`config.mk`:
```
export PLATFORM = sky130hd
export DESIGN_NAME = alu_mul_arb
export DESIGN_NICKNAME = d
export VERILOG_FILES = /design/src/rtl/alu_mul_arb.sv
export SDC_FILE = /design/constraint.sdc
export NUM_CORES = 1
export LEC_CHECK = 0
export CAP_MARGIN = 20
export CORE_MARGIN = 2
export CORE_UTILIZATION = 36
export CTS_BUF_LIST = sky130_fd_sc_hd__clkbuf_4 sky130_fd_sc_hd__clkbuf_8
export DETAILED_ROUTE_END_ITERATION = 10
export PLACE_DENSITY = 0.75
export SLEW_MARGIN = 15
export SYNTH_ARGS = -nofsm -noshare
export SYNTH_HDL_FRONTEND = slang
export SYNTH_SLANG_ARGS = --single-unit
```
`constraint.sdc`:
```
create_clock -name clk -period 1.4 [get_ports clk]
set_input_delay 0.28 -clock clk [delete_from_list [all_inputs] [get_ports clk]]
set_output_delay 0.28 -clock clk [all_outputs]
set_load 0.05 [all_outputs]
```
`src/rtl/alu_mul_arb.sv`:
```
// alu_mul_arb: round-robin arbiter and sequencer that shares one multicycle alu_mul unit
// between NREQ requesters. The winning request's funct and operands are latched, a one-cycle
// strobe is sent to alu_mul, and its done/result is returned to the winner. A watchdog ends a
// stuck operation with an error completion.
//
// Ports:
//   clk          - single clock, rising edge
//   Reset        - synchronous active-high reset
//   req_i        - level request, one bit per requester
//   req_funct_i  - funct per requester, [i*5 +: 5]
//   req_op1_i    - operand 1 per requester, [i*32 +: 32]
//   req_op2_i    - operand 2 per requester, [i*32 +: 32]
//   req_done_o   - one-cycle completion pulse to the granted requester
//   req_err_o    - qualifies req_done_o, 1 = timeout
//   req_res_o    - shared result, valid with req_done_o, held until the next completion
//   busy_o       - high in every state except idle
//   mul_stb_o    - strobe to alu_mul
//   mul_funct_o  - funct to alu_mul
//   mul_op1_o    - operand 1 to alu_mul
//   mul_op2_o    - operand 2 to alu_mul
//   mul_res_i    - result from alu_mul
//   mul_done_i   - done from alu_mul
module alu_mul_arb #(
    parameter int unsigned NREQ    = 2,
    parameter int unsigned TIMEOUT = 64
) (
    input  logic                 clk,
    input  logic                 Reset,
    input  logic [NREQ-1:0]      req_i,
    input  logic [NREQ*5-1:0]    req_funct_i,
    input  logic [NREQ*32-1:0]   req_op1_i,
    input  logic [NREQ*32-1:0]   req_op2_i,
    output logic [NREQ-1:0]      req_done_o,
    output logic                 req_err_o,
    output logic [31:0]          req_res_o,
    output logic                 busy_o,
    output logic                 mul_stb_o,
    output logic [4:0]           mul_funct_o,
    output logic [31:0]          mul_op1_o,
    output logic [31:0]          mul_op2_o,
    input  logic [31:0]          mul_res_i,
    input  logic                 mul_done_i
);

    localparam int unsigned GW = (NREQ > 1) ? $clog2(NREQ) : 1;
    localparam int unsigned TW = (TIMEOUT > 1) ? $clog2(TIMEOUT) : 1;
    localparam int          N  = int'(NREQ);

    typedef enum logic [1:0] {
        StIdle,
        StIssue,
        StWait,
        StResp
    } state_t;

    state_t          state;
    logic [GW-1:0]   last_grant;
    logic [GW-1:0]   grant;
    logic [TW-1:0]   timer;

    logic [GW-1:0]   pick;
    logic            found;

    // Round-robin search starting just above the previous winner, wrapping modulo NREQ.
    always_comb begin
        pick  = '0;
        found = 1'b0;
        for (int k = 1; k <= N; k++) begin
            if (!found && req_i[(int'(last_grant) + k) % N]) begin
                found = 1'b1;
                pick  = GW'((int'(last_grant) + k) % N);
            end
        end
    end

    always_ff @(posedge clk) begin
        if (Reset) begin
            state       <= StIdle;
            last_grant  <= GW'(NREQ - 1);
            grant       <= '0;
            timer       <= '0;
            req_done_o  <= '0;
            req_err_o   <= 1'b0;
            req_res_o   <= '0;
            busy_o      <= 1'b0;
            mul_stb_o   <= 1'b0;
            mul_funct_o <= '0;
            mul_op1_o   <= '0;
            mul_op2_o   <= '0;
        end else begin
            // Pulse outputs default low; each is raised for one cycle by its state.
            mul_stb_o  <= 1'b0;
            req_done_o <= '0;
            req_err_o  <= 1'b0;

            case (state)
                StIdle: begin
                    if (found) begin
                        grant       <= pick;
                        mul_funct_o <= req_funct_i[pick*5 +: 5];
                        mul_op1_o   <= req_op1_i[pick*32 +: 32];
                        mul_op2_o   <= req_op2_i[pick*32 +: 32];
                        mul_stb_o   <= 1'b1;
                        busy_o      <= 1'b1;
                        state       <= StIssue;
                    end
                end
                StIssue: begin
                    timer <= '0;
                    state <= StWait;
                end
                StWait: begin
                    // Done takes priority over a timeout in the same cycle.
                    if (mul_done_i) begin
                        req_res_o  <= mul_res_i;
                        req_err_o  <= 1'b0;
                        req_done_o <= NREQ'(1) << grant;
                        state      <= StResp;
                    end else if (timer == TW'(TIMEOUT - 1)) begin
                        req_res_o  <= '0;
                        req_err_o  <= 1'b1;
                        req_done_o <= NREQ'(1) << grant;
                        state      <= StResp;
                    end else begin
                        timer <= timer + TW'(1);
                    end
                end
                StResp: begin
                    last_grant <= grant;
                    busy_o     <= 1'b0;
                    state      <= StIdle;
                end
                default: begin
                    state <= StIdle;
                end
            endcase
        end
    end

endmodule

```
=== Word level (Yosys, flattened, before mapping) ===
Index checks and enable logic that the tools add are counted.

* $mul: 1
* Bitwise logic cells: 4
* Reduce and logical (&&, ||, !) cells: 14
* Shift operators: 4
* Magnitude comparators: 2
* $add $sub $neg: 3
* Multiplexer cells: 25
* Equal/unequal tests: 8

{| class="wikitable"
|+ Operators with widths
! kind !! number
|-
| 64-bit by 7-bit indexed part select with 32-bit output || 2
|-
| 32-bit two-way mux || 2
|-
| 1-bit two-way mux || 13
|-
| 6-bit two-way mux || 2
|-
| 6-bit one-hot mux with 2 select lines || 1
|-
| 2-bit two-way mux || 5
|-
| 10-bit by 5-bit indexed part select with 5-bit output || 1
|-
| 2-bit one-hot mux with 4 select lines || 1
|-
| 2-bit AND reduction || 4
|-
| 6-bit by 1-bit adder with 6-bit output (second input constant) || 1
|-
| 6-bit == test (second input constant) || 1
|-
| 2-bit by 3-bit less-than comparator with 1-bit output (second input constant) || 2
|-
| 2-bit inequality test (second input constant) || 3
|-
| 2-bit nonzero test || 3
|-
| 2-bit == test (second input constant) || 2
|-
| 1-bit by 3-bit multiplier with 4-bit output (second input constant) || 1
|-
| 2-bit OR reduction || 2
|-
| 3-bit inequality test (second input constant) || 1
|-
| 3-bit AND reduction || 1
|-
| 3-bit OR reduction || 1
|-
| 1-bit adder (second input constant) || 2
|-
| 1-bit bitwise AND (first input constant) || 2
|-
| 2-bit by 1-bit == test with 1-bit output (second input constant) || 1
|-
| 2-bit logical NOT || 1
|-
| other kinds (5) || 6
|}

* Input bits: 175
* Bits in registers: 116
* Output and inout port bits: 106
* Logic and storage cells: 73

=== Logic depth before layout (Yosys ltp) ===
Gate-level depths: netlist (run 1).

* Word-level depth: 11
* Gate-level depth with buffers: 7
* Gate-level depth less buffers: 6

=== Least setup slack after synthesis (run 1) ===
No wires, ideal clock.

* Path type: register to register
* Start point: reg state[0]
* End point: reg timer[3]
* Arrival time: 1.377 ns
* Stages on the path, launching flop included: 7
* Buffers on the path: 0
* Data required time: 1.284 ns
* Period minus slack after synthesis: 1.493 ns
* Setup time: 0.116 ns
* Slack: -0.093 ns
* Path through: dfxtp_1 inv_1 ha_1 nand2b_1 a31oi_1 nand2b_1 a31o_2

* Word-level cells in the longest chain between the ends: 3
* Elaborated cells on any way between the ends: 7
* Classes of those cells: eq/ne: 4; mux: 1; reduce/logical: 2

{| class="wikitable"
|+ RTL lines
! element !! RTL line !! source
|-
| from (decl) || 56 || <nowiki>state_t state;</nowiki>
|-
| from (signal assigned) || 78 || <nowiki>state <= StIdle;</nowiki>
|-
| from (signal assigned) || 105 || <nowiki>state <= StIssue;</nowiki>
|-
| from (signal assigned) || 110 || <nowiki>state <= StWait;</nowiki>
|-
| 2-bit == test / 2-bit by 1-bit == test with 1-bit output (equally long branches) || 96 || <nowiki>case (state)</nowiki>
|-
| 2-bit inequality test (no source line) / 2-bit nonzero test (equally long branches) || n/a ||
|-
| 3-bit AND reduction (no source line) || n/a ||
|-
| to (signal assigned) || 125 || <nowiki>timer <= timer + TW'(1);</nowiki>
|-
| to (decl) || 59 || <nowiki>logic [TW-1:0] timer;</nowiki>
|}

Several ways; a longest one is shown, not always the timed one.
A chain may end at the register's enable or synchronous reset.

=== Worst setup path after layout (run 1) ===
* Start point: reg state[1]
* End point: reg mul_op1_o[28]

* Word-level cells in the longest chain between the ends: 2

{| class="wikitable"
|+ RTL lines
! element !! RTL line !! source
|-
| 2-bit logical NOT || 96 ||
|-
| 2-bit AND reduction (no source line) || n/a ||
|-
| to (signal assigned) || 101 || <nowiki>mul_op1_o <= req_op1_i[pick*32 +: 32];</nowiki>
|-
| to (decl) || 39 || <nowiki>output logic [31:0] mul_op1_o,</nowiki>
|}

No other way between the ends.

==> flow_metrics.py, run 1 <==
metrics = {
    "sta": {
        "final.hold.worst_slack_ns": 0.166,
        "pnr_worst_setup_slack_ns": -0.201,
        "rsz0062_at_grt": "yes",
        "final.setup.tns_ns": -8.70,
        "post-route-period-util": 1.14,
        "minimum_clock_period_ns": 1.60,
        "slew_headroom": 0.784,
        "hold_viol_final": 0,
        "tightestPinTransition_ns": 0.316,
        "achievable-frequency_mhz": 625,
        "report.final.setup_viol": 100,
        "clock-skew-final_ns": 0.00795,
        "timing_max_transition_violations_final": 0,
    },
    "synth": {
        "synth_top_area_cell": "sky130_fd_sc_hd__dfxtp_1",
        "ys_async_sr_fraction": 0,
        "synth-edff-count": 0,
        "netlist_area_sq_um": 5190,
        "netlist_top_cells_area": "sky130_fd_sc_hd__dfxtp_1, sky130_fd_sc_hd__mux2i_1, sky130_fd_sc_hd__a211oi_2, sky130_fd_sc_hd__nor2_1, sky130_fd_sc_hd__a211oi_1",
        "cell_with_the_most_instances_after_synthesis": "sky130_fd_sc_hd__dfxtp_1",
        "yosys_most_used_dff": "sky130_fd_sc_hd__dfxtp_1",
        "distinct_cells_synth": 41,
        "yosys_warnings": 0,
        "postSynthCellCount": 528,
        "postSynthNetCount": 709,
        "synth.yosys.seq_area_share": 0.447,
        "synth_area_per_cell_sq_um": 9.84,
        "synth_commonest_cells": "sky130_fd_sc_hd__dfxtp_1, sky130_fd_sc_hd__nor2_1, sky130_fd_sc_hd__mux2i_1",
        "proportion_of_netlist_area_held_by_the_largest_area_contributor": 0.447,
        "yosys_register_bits": 116,
    },
    "worst_hold_path": {
        "hp-start": "Reset",
        "worst_hold_path_type": "input pin to register",
        "holdPathEnd": "state[0]",
        "hold_path_depth": 2,
    },
    "clocking": {
        "clk_buf_depth": 2,
        "root_buffer": "sky130_fd_sc_hd__clkbuf_8",
        "cts_inserted_buffers": 17,
        "tritoncts_num_sinks": 116,
        "path_clk_slew_ns": 0.07,
        "clock_latency_ns": 0.44,
        "tritoncts": "built",
        "cts-htree-levels": 4,
    },
    "worst_setup_path": {
        "max_stage_delay_ns": 0.37,
        "crit_path_cell_trace": "inv_4 > ha_4 > nor2b_4 > buf_12 > buf_12 > clkbuf_16 > nor2_1 > a211oi_2",
        "worst-endpoint-required_ns": 1.76,
        "regToRegStartpoint": "state[1]",
        "cp.arrival_ns": 1.96,
        "crit-reg2reg-capture": "mul_op1_o[28]",
        "critPathCaptureType": "register",
        "reg2reg_depth": 8,
        "timing.critical_path.mode_cell": "sky130_fd_sc_hd__buf_12",
        "cp-start-kind": "register",
        "worstPathMaxFanout": 9,
        "worst_path_max_delay_cell": "sky130_fd_sc_hd__dfxtp_4",
        "setup_cp_type": "register to register",
        "timing.reg2reg.setup_slack_ns": -0.20,
    },
    "die": {
        "fp.dieW_um": 124,
        "dieArea_sq_um": 15400,
        "floorplan.die.height_um": 124,
        "core_region_sq_um": 14000,
        "pin_count": 281,
        "initial_utilization": 0.371,
        "rows": 43,
    },
    "flow_run": {
        "timing.max_cap.violations": 0,
    },
    "route": {
        "via_count": 5515,
        "routed_wirelength_mm": 22.4,
        "final_antenna_net_count": 0,
        "drcViolationCount": 0,
        "firstDrtPassIters": 5,
        "initialDrtViolationCount": 225,
        "route.detailed.wl_per_inst_um": 21.4,
        "detail_route.vias_per_cell": 5.27,
    },
    "global_route": {
        "antenna_found_initial": 0,
        "pin_count_of_the_biggest_net_entering_global_routing": 60,
        "groute.usage.overall": 0.259,
        "grt_remaining_overflow": 0,
        "grt_pass1_vias": 5604,
        "grt_first_pass_wirelength_mm": 29.9,
    },
    "finish": {
        "nets": 1035,
        "antenna_cells_inserted": 0,
        "finish.instance_area_sq_um": 11000,
        "syn_to_final_growth_pct": 112,
        "post_route_cells_drive_above_1_share": 0.386,
        "layout.filler_cells": 806,
        "seqCellArea_sq_um": 2330,
        "area_of_the_multi_input_gates_sq_um": 2940,
    },
    "status": {
        "run_status": "finished with violations",
        "failed_checks": "negative setup slack",
    },
    "pwr": {
        "total_power_uw": 22100,
        "static-leakage-power_uw": 0.00418,
        "worst_ir_drop_vdd_mv": 0.972,
        "power_per_cell_area_nw_per_um2": 2010,
    },
    "place": {
        "globalplace.congestion": 0.869,
        "placement.io_buffers": 280,
        "place.detailed.hpwl_mm": 12.8,
        "placed_cell_area_sq_um": 9330,
        "pre_cts_ws_ns": -0.514,
    },
}
==> cell families after synthesis <==
group,synth area share
AO/OA/AOI/OAI,0.224
adder cells (fa/ha/maj),0.0145
buffers and inverters,0.0689
flip-flops,0.447
multiplexers,0.137
AND/OR/NAND/NOR,0.109
==> through the flow <==
| stage | instances | utilization |
|---|---|---|
| after floorplan | 528 | - |
| after global placement | 974 | 0.667 |
| after detailed placement | 974 | 0.667 |
| after CTS | 1037 | 0.760 |
| after global routing | 1047 | 0.788 |
| final | 1047 | 0.788 |
==> final cells by class <==
class                           count  area share
Timing Repair Buffer              352       0.458
Inverter                            4     0.00182
Multi-Input combinational cell    363       0.267
Sequential cell                   116       0.212
Tap cell                          180      0.0204
Clock buffer                       23      0.0276
Clock inverter                      9      0.0135
==> how the worst max path moves through the flow <==
stage / from / to / cells past startpoint
after floorplan: state[0] / timer[3] / 6
final: state[1] / mul_op1_o[28] / 8
after detailed placement: req_i[1] / mul_op2_o[23] / 5
after CTS: req_i[1] / mul_op2_o[29] / 5
after global placement: req_i[1] / mul_op2_o[23] / 5
after global routing: state[0] / mul_op1_o[23] / 8
==> worst max-delay path: cells and delay by family, from the launching register on <==
kind            cells  cell delay [ns]
fa+ha+maj           1             0.13
flops               1             0.37
buf+inv             4             0.55
compound gates      1             0.22
simple gates        2             0.24
==> placed cells by master (no fill, tap or decap), types with 7 or more instances in the layout <==
cell                                n
sky130_fd_sc_hd__nor2_2            20
sky130_fd_sc_hd__buf_12           118
sky130_fd_sc_hd__buf_4             19
sky130_fd_sc_hd__mux2i_1           64
sky130_fd_sc_hd__buf_8              8
sky130_fd_sc_hd__clkbuf_8          21
sky130_fd_sc_hd__a211oi_1          14
sky130_fd_sc_hd__nor2_4            14
sky130_fd_sc_hd__nor2_1            43
sky130_fd_sc_hd__clkdlybuf4s50_1  171
sky130_fd_sc_hd__o21ai_1           32
sky130_fd_sc_hd__dfxtp_1          110
sky130_fd_sc_hd__a211oi_2          56
sky130_fd_sc_hd__buf_16            13
sky130_fd_sc_hd__nand2_1           38
sky130_fd_sc_hd__buf_6             14
sky130_fd_sc_hd__clkbuf_16          7
sky130_fd_sc_hd__a21oi_1           34
==> per-layer routing <==
| metal | GRT usage | share of wire | vias up |
|---|---|---|---|
| li1 | - | - | 2554 |
| met1 | 0.263 | 0.36 | 2657 |
| met2 | 0.482 | 0.53 | 246 |
| met3 | 0.0962 | 0.081 | 58 |
| met4 | 0.0892 | 0.033 | 0 |
| met5 | 0 | 0 | - |
==> power by group <==
part,internal [uW],total [uW],switching (uW)
clock,2160,3560,1400
combinational,6800,13400,6620
sequential,4150,5170,1010
==> what timing repair did <==
action                                  in CTS  in global routing
setup buffers                               17                  7
gates resized for setup                    101                 64
endpoints found under the setup margin     105                111
pin swaps                                   50                 32
gates cloned                                14                  7
hold buffers                                 0                  0
==> registers in the layout, indices dropped and copies added, names as in the netlist, 2 cells and up <==
| signal | cells |
|---|---|
| timer | 6 |
| req_done_o | 2 |
| state | 2 |
| mul_op1_o | 32 |
| mul_op2_o | 32 |
| mul_funct_o | 5 |
| req_res_o | 32 |
Note: power is estimated with default switching activity, not from simulation.
==> run 2: changes to the inputs <==
--- a/config.mk
+++ b/config.mk
@@ -9,6 +9,7 @@
 export CORE_MARGIN = 2
 export CORE_UTILIZATION = 36
 export CTS_BUF_LIST = sky130_fd_sc_hd__clkbuf_4 sky130_fd_sc_hd__clkbuf_8
+export CTS_CLUSTER_SIZE = 30
 export DETAILED_ROUTE_END_ITERATION = 10
 export PLACE_DENSITY = 0.75
 export SLEW_MARGIN = 15
==> results of run 2 <==
No change in the layout: final DEF, timing and power equal those of run 1.
